$ cat src/rtl/seq_pattern_gen.sv
`default_nettype none
// ============================================================================
// Module   : seq_pattern_gen
// Brief    : Serial bit-pattern transmitter. On a start pulse it latches a
//            PAT_W-bit pattern and a repetition count, shifts the pattern out
//            MSB-first that many times on a single wire, then pulses done.
//            Optional macro SEQ_GEN_GAP_EN inserts one idle bit between
//            consecutive repetitions so a downstream detector resynchronises.
// Revision : 1.0 - initial release
// ============================================================================
module seq_pattern_gen #(
    parameter int              PAT_W   = 3,
    parameter logic [PAT_W-1:0] DEF_PAT = 3'b110
) (
    input  logic             clk,
    input  logic             rst,
    input  logic             start,
    input  logic [PAT_W-1:0] pattern,
    input  logic [3:0]       reps,
    output logic             ser_out,
    output logic             valid,
    output logic             busy,
    output logic             done
);

    localparam int              IDX_W     = $clog2(PAT_W);
    localparam logic [IDX_W-1:0] c_IDX_MSB = IDX_W'(PAT_W - 1);

`ifdef SEQ_GEN_GAP_EN
    typedef enum logic [1:0] {
        S_IDLE = 2'd0,
        S_SEND = 2'd1,
        S_GAP  = 2'd2,
        S_DONE = 2'd3
    } state_t;
`else
    typedef enum logic [1:0] {
        S_IDLE = 2'd0,
        S_SEND = 2'd1,
        S_DONE = 2'd3
    } state_t;
`endif

    // Control state and latched transaction
    state_t           r_state;
    logic [PAT_W-1:0] r_pat;
    logic [IDX_W-1:0] r_idx;
    logic [3:0]       r_reps;

    // Registered outputs
    logic             r_ser_out;
    logic             r_valid;
    logic             r_busy;
    logic             r_done;

    // Next-state values
    state_t           w_state_nxt;
    logic [PAT_W-1:0] w_pat_nxt;
    logic [IDX_W-1:0] w_idx_nxt;
    logic [3:0]       w_reps_nxt;
    logic             w_ser_nxt;
    logic             w_valid_nxt;
    logic             w_busy_nxt;
    logic             w_done_nxt;

    // State, datapath and output registers; rst overrides everything, including start
    always_ff @(posedge clk) begin
        if (rst) begin
            r_state   <= S_IDLE;
            r_pat     <= DEF_PAT;
            r_idx     <= '0;
            r_reps    <= '0;
            r_ser_out <= 1'b0;
            r_valid   <= 1'b0;
            r_busy    <= 1'b0;
            r_done    <= 1'b0;
        end else begin
            r_state   <= w_state_nxt;
            r_pat     <= w_pat_nxt;
            r_idx     <= w_idx_nxt;
            r_reps    <= w_reps_nxt;
            r_ser_out <= w_ser_nxt;
            r_valid   <= w_valid_nxt;
            r_busy    <= w_busy_nxt;
            r_done    <= w_done_nxt;
        end
    end

    // Next-state and output decode; outputs describe the current state and
    // appear one edge later, giving the one-cycle start-to-first-bit latency
    always_comb begin
        w_state_nxt = r_state;
        w_pat_nxt   = r_pat;
        w_idx_nxt   = r_idx;
        w_reps_nxt  = r_reps;
        w_ser_nxt   = 1'b0;
        w_valid_nxt = 1'b0;
        w_busy_nxt  = 1'b0;
        w_done_nxt  = 1'b0;

        case (r_state)
            S_IDLE: begin
                if (start) begin
                    w_pat_nxt  = pattern;
                    w_reps_nxt = reps;
                    w_idx_nxt  = c_IDX_MSB;
                    // A zero count still completes, just without any bits
                    w_state_nxt = (reps != 4'd0) ? S_SEND : S_DONE;
                end
            end

            S_SEND: begin
                w_ser_nxt   = r_pat[r_idx];
                w_valid_nxt = 1'b1;
                w_busy_nxt  = 1'b1;
                if (r_idx == '0) begin
                    // Counter is tested before decrementing, so it never wraps
                    w_reps_nxt = r_reps - 4'd1;
                    if (r_reps > 4'd1) begin
`ifdef SEQ_GEN_GAP_EN
                        w_state_nxt = S_GAP;
`else
                        w_idx_nxt   = c_IDX_MSB;
`endif
                    end else begin
                        w_state_nxt = S_DONE;
                    end
                end else begin
                    w_idx_nxt = r_idx - IDX_W'(1);
                end
            end

`ifdef SEQ_GEN_GAP_EN
            S_GAP: begin
                w_busy_nxt  = 1'b1;
                w_idx_nxt   = c_IDX_MSB;
                w_state_nxt = S_SEND;
            end
`endif

            S_DONE: begin
                w_done_nxt  = 1'b1;
                w_state_nxt = S_IDLE;
            end

            default: begin
                w_state_nxt = S_IDLE;
            end
        endcase
    end

    assign ser_out = r_ser_out;
    assign valid   = r_valid;
    assign busy    = r_busy;
    assign done    = r_done;

endmodule
`default_nettype wire

$ cat config.mk
export PLATFORM = sky130hd
export DESIGN_NAME = seq_pattern_gen
export DESIGN_NICKNAME = d
export VERILOG_FILES = /design/src/rtl/seq_pattern_gen.sv
export SDC_FILE = /design/constraint.sdc
export NUM_CORES = 1
export LEC_CHECK = 0
export CORE_MARGIN = 5
export CORE_UTILIZATION = 53
export DETAILED_ROUTE_END_ITERATION = 7
export PLACE_DENSITY = 0.88
export SLEW_MARGIN = 10
export SYNTH_ARGS = -nofsm -noshare
export SYNTH_HDL_FRONTEND = slang
export SYNTH_SLANG_ARGS = --single-unit
$ cat constraint.sdc
create_clock -name clk -period 3.3 [get_ports clk]
set_input_delay 0.33 -clock clk [delete_from_list [all_inputs] [get_ports clk]]
set_output_delay 0.33 -clock clk [all_outputs]
set_load 0.03 [all_outputs]
==> flow_metrics.py <==
metrics = {
    "drt": {
        "routed_wl_um": 1575,
        "via_count": 635,
        "via_per_inst": 6.048,
        "drt_iter0_drc": 22,
        "post_drt_wl_per_cell_um": 15.00,
        "drc_errors": 0,
        "ant_nets": 0,
        "drtPass1Iterations": 4,
    },
    "hold_path": {
        "holdCritPathClass": "flip-flop to flip-flop",
    },
    "placed_design": {
        "dp_cells": 101,
        "pre_cts_ws_ns": 1.690,
        "gp_congestion": 0.8302,
        "numPortBuffers": 13,
        "placed_cell_area_sq_um": 879.6,
        "dp_hpwl_um": 1125,
    },
    "setup_path": {
        "end_kind": "output port",
        "path_cells": "clkdlybuf4s50_1",
        "cp_max_fo": 2,
        "cp_slowest_stage_delay_ns": 0.67,
        "start_kind": "flip-flop",
        "critPathKind": "flip-flop to output port",
        "worstPathBufferInverterCount": 1,
        "arrival_ns": 1.28,
        "critPathRequiredTime_ns": 2.97,
        "crit_family": "buffers and inverters",
        "slowest_stage": "clkdlybuf4s50_1",
    },
    "pwr": {
        "share_clk_of_total_power_pct": 27.1,
        "p_switching_uw": 141.0,
        "p_leak_nw": 0.3487,
        "max-vdd-ir-drop_uv": 335.5,
        "p_int_uw": 317.2,
        "power.total_uw": 458.1,
        "swShare_pct": 30.77,
        "powerDensity_nw_per_um2": 500.2,
        "seqPwrFrac_pct": 45.3,
        "power.share.combinational_pct": 27.5,
    },
    "clock_tree": {
        "clkTransAtPathRegs_ns": 0.08,
        "cts_made_buffers": 3,
        "cts_resized": 0,
        "htreeDepth": 1,
        "clkLatencyLatePin_ns": 0.28,
        "cts_tree": "built",
        "cts.sinks": 14,
        "cts_setup_buffers": 0,
        "clockRootBuffer": "clkbuf_4",
        "cts_max_path_buffers": 2,
        "cts_hold_buf": 0,
    },
    "die": {
        "dieArea_sq_um": 2287,
        "rows": 13,
        "die_w_um": 47.83,
        "die_y_um": 47.83,
        "pin_count": 14,
        "start_util_pct": 56.85,
        "core_region_area_sq_um": 1334,
    },
    "synthesis": {
        "synth_edf_count": 0,
        "synthFlopType": "dfxtp_1",
        "synth_cell_types": 38,
        "ys_seq_elements": 14,
        "ys_warn_count": 0,
        "synthCells": 77,
        "synth.cell_area_sq_um": 758.2,
        "synth_area_per_cell_sq_um": 9.847,
        "yosysSeqAreaShare_pct": 36.96,
        "syn-num-nets": 91,
        "synth-async-reset-ratio_pct": 0,
    },
    "timing": {
        "tns_ns": 0,
        "fmax_mhz": 619.9,
        "rsz0062_at_grt": "false",
        "slew_headroom_pct": 63.22,
        "fin_ws_ns": 1.687,
        "finalSetupViolations": 0,
        "period_needed_ns": 1.613,
        "hold_viol_final": 0,
        "holdWs_ns": 0.4853,
        "finClkSkew_ns": 0.002078,
        "post-route-period-util_pct": 48.88,
        "tightestPinTransition_ns": 0.5509,
        "slew_violations": 0,
    },
    "finish": {
        "final_nets": 105,
        "area_delta_synth_final_pct": 20.79,
        "stdcell_count": 105,
        "layout-drive-gt1-share_pct": 13.33,
        "num_antenna_cells": 0,
        "finalInstanceArea_sq_um": 915.9,
        "postLayoutCoreUtil_pct": 68.67,
    },
    "status": {
        "outcome": "complete, no violations",
    },
    "global_route": {
        "grt_pass1_wl_um": 2663,
        "antenna_found_initial": 0,
        "grt_pass1_vias": 616,
        "overflow": 0,
        "grt_use_total_pct": 16.92,
        "grt_max_degree": 17,
    },
    "job": {
        "maxCapViolCount": 0,
    },
}
## cell usage after synthesis, drive strengths merged, types with 2 or more instances
master,instances,area (sq um)
a211oi,2,15.01
a21oi,4,20.02
and2,2,12.51
buf,3,23.77
dfxtp,14,280.3
ha,4,50.05
inv,6,22.52
mux2i,5,50.05
nand2,4,15.01
nand3,2,10.01
nor2,3,11.26
nor3,2,10.01
nor3b,5,52.55
o211ai,2,20.02
## final cells by class
cell class                 count  area, sq um
sequential                    14        280.3
tap                           15        18.77
fill                         102        417.9
timing repair buffer          13        130.1
inverter                       6        22.52
clock buffer                   4        36.28
multi-input combinational     53        427.9
## state kept, by name, indices dropped and copies added, names as in the netlist
signal   cells
ser_out      1
r_reps       4
r_state      2
done         1
busy         1
r_idx        2
r_pat        3
## power groups by stage
stage	Sequential (mW)	Clock, mW	Combinational (mW)
final	0.208	0.124	0.126
after global routing	0.211	0.139	0.140
after CTS	0.207	0.127	0.126
after detailed placement	0.211	0	0.123
after global placement	0.211	0	0.120
after floorplan	0.205	0	0.0955
## logic make-up after synthesis
family	Yosys count	synth area share, %
compound gates	19	20.63
fa+ha+maj	4	6.601
buf+inv	10	6.600
flops	14	36.96
mux	6	8.581
simple gates	24	20.63
## path summary, 6_finish.rpt
kind                      startpoint                endpoint  slack (ns)  cells past startpoint
max reg2reg  r_state[0]$_SDFFE_PP0P_  r_reps[0]$_SDFFE_PP0P_        1.74                      3
max                  busy$_SDFF_PP0_                    busy        1.69                      1
min reg2reg    r_pat[1]$_SDFFE_PP1P_   r_pat[1]$_SDFFE_PP1P_        0.49                      2
min            r_pat[1]$_SDFFE_PP1P_   r_pat[1]$_SDFFE_PP1P_        0.49                      2
## per-layer routing
metal	global-route usage, %	part of all wire, %	up-vias
li1	-	-	310
met1	22.45	48	299
met5	0	0	-
met2	24.80	45	22
met4	9.140	2.0	0
met3	4.511	5.5	4
## cell usage in the layout, fill, tap and decap left out, types with 2 or more instances in the layout
master           instances
a211oi_1                 2
a21oi_1                  4
and2_1                   2
clkbuf_4                 3
clkdlybuf4s50_1         13
dfxtp_1                 14
ha_1                     4
inv_1                    5
mux2i_1                  5
nand2_1                  4
nand3_1                  2
nor2_1                   3
nor3_1                   2
nor3b_1                  2
nor3b_2                  3
Note: power is estimated with default switching activity, not from simulation.
